<file path="src/rtl/fir_interp2.sv">
// Interpolate-by-2 polyphase pulse-shaping FIR (8 taps, 2x4 branches).
// One input in, two filtered outputs out (phase 0 then phase 1).
module fir_interp2 #(
  parameter int COEF_W = 8,
  parameter int C0 = -3,
  parameter int C1 = 5,
  parameter int C2 = 20,
  parameter int C3 = 32,
  parameter int C4 = 32,
  parameter int C5 = 20,
  parameter int C6 = 5,
  parameter int C7 = -3,
  parameter int SHIFT = 6
) (
  input  logic               clk,
  input  logic               rst_n,
  input  logic               enable,
  input  logic signed [15:0] in_data,
  input  logic               in_valid,
  output logic               in_ready,
  output logic signed [15:0] out_data,
  output logic               out_valid,
  input  logic               out_ready
);

  localparam int PROD_W = 16 + COEF_W;
  localparam int ACC_W  = 18 + COEF_W;

  typedef logic signed [COEF_W-1:0] coef_t;
  typedef logic signed [ACC_W-1:0]  acc_t;
  typedef logic signed [PROD_W-1:0] prod_t;

  localparam coef_t H0 = coef_t'(C0);
  localparam coef_t H1 = coef_t'(C1);
  localparam coef_t H2 = coef_t'(C2);
  localparam coef_t H3 = coef_t'(C3);
  localparam coef_t H4 = coef_t'(C4);
  localparam coef_t H5 = coef_t'(C5);
  localparam coef_t H6 = coef_t'(C6);
  localparam coef_t H7 = coef_t'(C7);

  localparam acc_t SAT_HI = acc_t'(32767);
  localparam acc_t SAT_LO = acc_t'(-32768);

  typedef enum logic [1:0] {
    EMPTY,
    PH0,
    PH1
  } state_t;

  state_t state, state_d;

  logic signed [15:0] x0, x1, x2, x3;
  logic signed [15:0] out_d;
  logic               shift_en;
  logic               in_xfer;
  logic               out_xfer;
  acc_t               y0_new;
  acc_t               y1_cur;

  function automatic acc_t mac4(
    input logic signed [15:0] a,
    input logic signed [15:0] b,
    input logic signed [15:0] c,
    input logic signed [15:0] d,
    input coef_t              ha,
    input coef_t              hb,
    input coef_t              hc,
    input coef_t              hd
  );
    prod_t pa, pb, pc, pd;
    pa = prod_t'(a) * prod_t'(ha);
    pb = prod_t'(b) * prod_t'(hb);
    pc = prod_t'(c) * prod_t'(hc);
    pd = prod_t'(d) * prod_t'(hd);
    return acc_t'(pa) + acc_t'(pb)
         + acc_t'(pc) + acc_t'(pd);
  endfunction

  // floor shift, then clamp into the 16-bit range
  function automatic logic signed [15:0] sat16(
    input acc_t acc
  );
    acc_t s;
    s = acc >>> SHIFT;
    if (s > SAT_HI)
      return 16'sh7fff;
    else if (s < SAT_LO)
      return 16'sh8000;
    else
      return 16'(s);
  endfunction

  // phase 0 sees the line as it will be after the incoming sample
  assign y0_new = mac4(in_data, x0, x1, x2,
                       H0, H2, H4, H6);
  assign y1_cur = mac4(x0, x1, x2, x3,
                       H1, H3, H5, H7);

  assign out_valid = enable && (state != EMPTY);
  assign in_ready  = rst_n && enable
                  && ((state == EMPTY)
                   || ((state == PH1) && out_ready));
  assign in_xfer   = in_valid && in_ready;
  assign out_xfer  = out_valid && out_ready;

  // next-state, delay-line shift and output data selection
  always_comb begin
    state_d  = state;
    out_d    = out_data;
    shift_en = 1'b0;
    unique case (state)
      EMPTY: begin
        if (in_xfer) begin
          shift_en = 1'b1;
          out_d    = sat16(y0_new);
          state_d  = PH0;
        end
      end
      PH0: begin
        if (out_xfer) begin
          out_d   = sat16(y1_cur);
          state_d = PH1;
        end
      end
      PH1: begin
        if (out_xfer) begin
          if (in_xfer) begin
            shift_en = 1'b1;
            out_d    = sat16(y0_new);
            state_d  = PH0;
          end else begin
            state_d = EMPTY;
          end
        end
      end
      default: state_d = EMPTY;
    endcase
  end

  // phase state register
  always_ff @(posedge clk or negedge rst_n) begin
    if (!rst_n)
      state <= EMPTY;
    else
      state <= state_d;
  end

  // shared 4-deep input delay line
  always_ff @(posedge clk or negedge rst_n) begin
    if (!rst_n) begin
      x0 <= '0;
      x1 <= '0;
      x2 <= '0;
      x3 <= '0;
    end else if (shift_en) begin
      x0 <= in_data;
      x1 <= x0;
      x2 <= x1;
      x3 <= x2;
    end
  end

  // registered output sample
  always_ff @(posedge clk or negedge rst_n) begin
    if (!rst_n)
      out_data <= '0;
    else
      out_data <= out_d;
  end

endmodule

</file>
<file path="config.mk">
export PLATFORM = sky130hd
export DESIGN_NAME = fir_interp2
export DESIGN_NICKNAME = d
export VERILOG_FILES = /design/src/rtl/fir_interp2.sv
export SDC_FILE = /design/constraint.sdc
export NUM_CORES = 1
export LEC_CHECK = 0
export CORE_ASPECT_RATIO = 1.4
export CORE_MARGIN = 2
export CORE_UTILIZATION = 27
export DETAILED_ROUTE_END_ITERATION = 8
export PLACE_DENSITY = 0.43
export SKIP_LAST_GASP = 1
export SYNTH_ARGS = -nofsm -noshare
export SYNTH_HDL_FRONTEND = slang
export SYNTH_SLANG_ARGS = --single-unit
</file>
<file path="constraint.sdc">
create_clock -name clk -period 13.9 [get_ports clk]
set_input_delay 2.085 -clock clk [delete_from_list [all_inputs] [get_ports clk]]
set_output_delay 2.085 -clock clk [all_outputs]
set_load 0.02 [all_outputs]
</file>
==> out/results.ini, run 1 <==
[status]
run_status=completed

[global_route]
grt-ovfl-total=0
track_usage=0.147
grt_pass1_wl_microns=48600
antenna_found_initial=0
grt_start_max_net_pins=101
grt_pass1_vias=8985

[setup_path]
rrSetupSlack_ns=5.15
cp.buffers_inverters=0
arrival_ns=8.94
path_max_fanout=15
timing.rr.end=out_data[0]$_DFFE_PN0P_
crit_type=flip-flop to flip-flop
critPathTopFamily=compound AO/OA/AOI/OAI gates
regToRegStartpoint=x0[1]$_DFFE_PN0P_
cp-end-kind=flip-flop
critPathRequiredTime_ns=14.09
crit_path_top_delay_cell=nor2_2
worst_path_largest_cell_delay_ns=0.71
startpoint_type=flip-flop
reg2reg_depth=27

[placed_design]
portBuffers=38
place.gp.congestion=0.816
place_hpwl_microns=25200

[flow_run]
cap_violations=0

[floorplanning]
die_x_microns=178
die-area_sq_um=43900
std_cell_rows=89
coreArea_sq_um=41900
initial_core_util=0.272
io_pins=39
die_h_microns=247

[final_layout]
area_growth_pct=11.4
nFillCells=4446
diodes=0
drive_gt1_frac=0.0633
fin_nets=1561

[synth]
ys_seq_elements=82
synthAdderAreaFrac=0.454
yosys.area_share.simple=0.0869
syn_area_sq_um=11400
muxShareOfSynthArea=0.0286
yosys_most_used_dff=dfrtp_1
synth_warnings=0
synth-xor-area-share=0.0407
synth_edf_count=0
async_flop_share=1.00
synth_area_leader_cell=fa_1
synthMostInstantiatedCell=inv_1
yosysSeqAreaShare=0.180
synth_area_leaders=fa_1 25%, ha_1 21%, dfrtp_1 18%
synth.top_cells.by_count=261 x inv_1, 188 x ha_1, 141 x fa_1
synth.top_cell.area_share=0.248
ys_types=64
syn_nets=1528
synth-compound-area-share=0.116
syn_avg_cell_area_sq_um=9.68
synthCells=1178
synth_top_family_by_area=adder cells

[clock_tree]
numCtsBuffers=9
htreeDepth=3
cts.sinks=82
cts_resized=0
ctsLongestPathBuffers=2
clk_pin_slew_worst_paths_ns=0.07
worstSkewPairLatency_ns=0.37
post-cts-setup-buffers=0
cts_tree=yes
ctsRootBufferMaster=clkbuf_16
ctsHoldBuffers=0

[detailed_routing]
via_per_inst=4.45
num_vias=7836
drtIter0Drc=263
firstDrtPassIters=4
wl_per_cell_microns=17.0
drcViolationCount=0
wl_microns=30000
ant_nets=0

[sta]
slew_headroom=0.267
tightest_slew_ns=1.10
clock_skew_ns=0.0136
period_needed_ns=8.75
fin_crit_sh=0.629
rsz0062_at_grt=false
finalSetupViolations=0
hold_viol_final=0
timing.setup.tns_ns=0
max_freq_mhz=114
maxSlewViolCount=0

[worst_hold_path]
min_path_type=flip-flop to flip-flop
holdCritStartpoint=x1[15]$_DFFE_PN0P_
whs_endpoint=x1[15]$_DFFE_PN0P_
hold_depth=2

[per-layer routing]
layer  global-route usage  vias to the layer above  share of wire
met4               0.0516                        0          0.031
met5                    0                        -              0
met2                0.299                       58           0.57
li1                     -                     3888              -
met1                0.153                     3850           0.38
met3               0.0157                       40          0.014
[cell type report]
class / instances / area, sq um / area share
timing repair buffer: 40 / 393 / 0.0309
tap: 546 / 683 / 0.0538
inverter: 261 / 980 / 0.0771
sequential: 82 / 2050 / 0.162
clock buffer: 12 / 236 / 0.0186
clock inverter: 4 / 76.3 / 0.00601
multi-input combinational: 817 / 8280 / 0.652
[tightest hold or removal path: cells and delay by family, from the launching register on]
family | cells | cell delay, ns
simple gates | 1 | 0.04
compound gates | 1 | 0.06
flops | 1 | 0.34
[layout by cell type, fill, tap and decap left out, types with 6 or more instances in the layout]
| master | count |
|---|---|
| inv_1 | 261 |
| a221oi_2 | 11 |
| a21oi_1 | 47 |
| clkdlybuf4s50_1 | 37 |
| or3_1 | 7 |
| nand3_1 | 7 |
| nor2_1 | 51 |
| nand2b_1 | 14 |
| nor2b_1 | 9 |
| a21o_1 | 10 |
| mux2_2 | 29 |
| a211oi_1 | 6 |
| xnor2_1 | 40 |
| o21ai_0 | 68 |
| nand2_1 | 92 |
| xor2_1 | 13 |
| ha_1 | 188 |
| fa_1 | 141 |
| nor3_1 | 10 |
| dfrtp_1 | 82 |
| o21a_1 | 10 |
| clkbuf_16 | 9 |
[how the worst max path moves through the flow]
stage                            startpoint                  endpoint  cells after the start
after floorplan           x0[1]$_DFFE_PN0P_  out_data[14]$_DFFE_PN0P_                     29
after detailed placement  x0[1]$_DFFE_PN0P_   out_data[0]$_DFFE_PN0P_                     27
after global placement    x0[1]$_DFFE_PN0P_   out_data[1]$_DFFE_PN0P_                     27
after CTS                 x0[1]$_DFFE_PN0P_   out_data[0]$_DFFE_PN0P_                     27
final                     x0[1]$_DFFE_PN0P_   out_data[0]$_DFFE_PN0P_                     27
after global routing      x0[1]$_DFFE_PN0P_   out_data[2]$_DFFE_PN0P_                     27
[registers in the layout, summed over array words and instances (netlist names)]
signal,flops
state,2
x0,16
out_data,16
x3,16
x2,16
x1,16
[metrics by stage]
stage	std cells	hold slack, ns	util	cell area (sq um)	setup slack (ns)
3_5_place_dp	1746	0.472	0.296	12400	5.13
3_3_place_gp	1746	0.463	0.296	12400	5.29
2_1_floorplan	1178	0.450	-	11400	6.87
6_report	1762	0.487	0.303	12700	5.15
5_1_grt	1762	0.541	0.303	12700	4.40
4_1_cts	1762	0.489	0.303	12700	5.11
[cells by family after synthesis]
logic type	count (synthesis)
AO/OA/AOI/OAI	190
XOR/XNOR	53
flip-flops	82
adder cells (fa/ha/maj)	329
buffers and inverters	279
AND/OR/NAND/NOR	216
multiplexers	29
Power of run 1 is left out: the tool's default activity adds up to more than one toggle a clock period on the data nets, which glitch-free logic cannot reach.
==> run 2: changes to the inputs <==
clock period = 8.9 ns   (was 13.9 ns; I/O delays follow)
==> run 2 against run 1 <==
Routed wire length up 1.5%. Maximum frequency up 5.7%. Critical path depth unchanged. Hold slack worse by 0.0020 ns. Global-route usage up 0.26 points. Highest routed layer unchanged.
==> out/results.ini, run 2 (same netlist as run 1, synthesis figures left out) <==
[floorplanning]
std_cell_rows=89  ; unchanged
initial_core_util=0.272  ; unchanged
die_x_microns=178  ; unchanged
coreArea_sq_um=41900  ; unchanged
die_h_microns=247  ; unchanged
die-area_sq_um=43900  ; unchanged
io_pins=39  ; unchanged

[placed_design]
preCtsSetupSlack_ns=0.609  ; -4.52 ns
portBuffers=38  ; unchanged
place.gp.congestion=0.817  ; +0.23%
place_hpwl_microns=25700  ; +2.1%

[detailed_routing]
via_per_inst=4.46  ; +0.22%
firstDrtPassIters=4  ; unchanged
wl_microns=30400  ; +1.5%
drtIter0Drc=255  ; -3.0%
wl_per_cell_microns=17.2  ; +1.3%
num_vias=7867  ; +0.40%
drcViolationCount=0  ; unchanged
ant_nets=0  ; unchanged

[clock_tree]
ctsRootBufferMaster=clkbuf_16
clk_pin_slew_worst_paths_ns=0.07  ; about the same
cts_tree=yes
ctsHoldBuffers=0  ; unchanged
htreeDepth=3  ; unchanged
post-cts-setup-buffers=0  ; unchanged
ctsLongestPathBuffers=2  ; unchanged
worstSkewPairLatency_ns=0.37  ; about the same
cts_resized=0  ; unchanged
numCtsBuffers=9  ; unchanged
cts.sinks=82  ; unchanged

[sta]
finalSetupViolations=0  ; unchanged
rsz0062_at_grt=false
period_needed_ns=8.28  ; -0.472 ns
fin_crit_sh=0.930  ; +0.300
maxSlewViolCount=0  ; unchanged
slew_headroom=0.458  ; +0.191
whs_ns=0.485  ; -0.00196 ns
timing.setup.tns_ns=0  ; unchanged
tightest_slew_ns=0.813  ; -0.284 ns
setup_slack_ns=0.625  ; -4.53 ns
max_freq_mhz=121  ; +5.7%
clock_skew_ns=0.0115  ; -0.00216 ns
hold_viol_final=0  ; unchanged

[setup_path]
critPathTopFamily=compound AO/OA/AOI/OAI gates
crit_type=flip-flop to flip-flop
path_max_fanout=15  ; unchanged
startpoint_type=flip-flop
arrival_ns=8.55  ; -0.39 ns
cp.buffers_inverters=0  ; unchanged
critPathRequiredTime_ns=9.17  ; -4.92 ns
worst_path_largest_cell_delay_ns=0.66  ; -0.05 ns
crit_path_top_delay_cell=o311ai_4
cp-end-kind=flip-flop

[global_route]
track_usage=0.150  ; +0.00260
grt-ovfl-total=0  ; unchanged
antenna_found_initial=0  ; unchanged
grt_pass1_wl_microns=49000  ; +0.71%
grt_pass1_vias=8827  ; -1.8%
grt_start_max_net_pins=60  ; -41%

[final_layout]
drive_gt1_frac=0.0673  ; +0.00395
diodes=0  ; unchanged
finish.utilization=0.304  ; about the same
area_growth_pct=11.4  ; about the same
final_cell_mix=261 x inv_1, 188 x ha_1, 141 x fa_1
layout_commonest_cell=inv_1
fin_nets=1564  ; +0.19%

[status]
run_status=completed

[worst_hold_path]
min_path_type=flip-flop to flip-flop

[flow_run]
cap_violations=0  ; unchanged

## run 2: cell types whose count changed in the layout (fill, tap and decap cells not counted)
cell / delta
buf_4: +3
bufinv_16: -1
clkbuf_1: -2
clkinv_2: +2
clkinv_4: +1
clkinvlp_4: -1
inv_6: +1
## run 2: layout make-up
type | count | area (sq um)
fill | 4467 | 29200
multi-input combinational | 817 | 8280
sequential | 82 | 2050
inverter | 261 | 980
tap | 546 | 683
timing repair buffer | 43 | 415
clock buffer | 10 | 229
clock inverter | 6 | 66.3
## run 2: per-layer routing
layer | global-route usage | wire [microns]
met5 | 0 | 0
met4 | 0.0557 | 974
met3 | 0.0148 | 396
met2 | 0.303 | 17500
met1 | 0.156 | 11500
## run 2: tightest hold or removal path, stage by stage, from the launching register on
cell and delay (ns):
dfrtp_1 0.34, nand2_1 0.04, o21ai_0 0.06
## run 2: final timing paths
check | depth (start not counted) | endpoint | startpoint | slack (ns)
max in group asynchronous | 2 | x3[4]$_DFFE_PN0P_ | rst_n | 6.85
worst max register to register | 27 | out_data[6]$_DFFE_PN0P_ | x0[1]$_DFFE_PN0P_ | 0.62
min in group asynchronous | 1 | x2[6]$_DFFE_PN0P_ | rst_n | 0.89
worst min register to register | 2 | x1[15]$_DFFE_PN0P_ | x1[15]$_DFFE_PN0P_ | 0.48
worst max-delay path | 27 | out_data[6]$_DFFE_PN0P_ | x0[1]$_DFFE_PN0P_ | 0.62
worst min-delay path | 2 | x1[15]$_DFFE_PN0P_ | x1[15]$_DFFE_PN0P_ | 0.48
## run 2: per-stage QoR
| step | std cells | instance area, sq um |
|---|---|---|
| finish | 1765 | 12700 |
| detailed placement | 1749 | 12400 |
| global placement | 1749 | 12400 |
| global route | 1765 | 12700 |
| CTS | 1765 | 12700 |
| floorplan | 1178 | 11400 |
Power of run 2 is left out for the same reason.
==> run 3: changes to the inputs <==
HOLD_SLACK_MARGIN = 0.08   (was default)
SLEW_MARGIN = 10   (was default)
==> results of run 3 <==
No change in the layout: final DEF, timing and power equal those of run 2.
Power of run 3 is left out for the same reason.
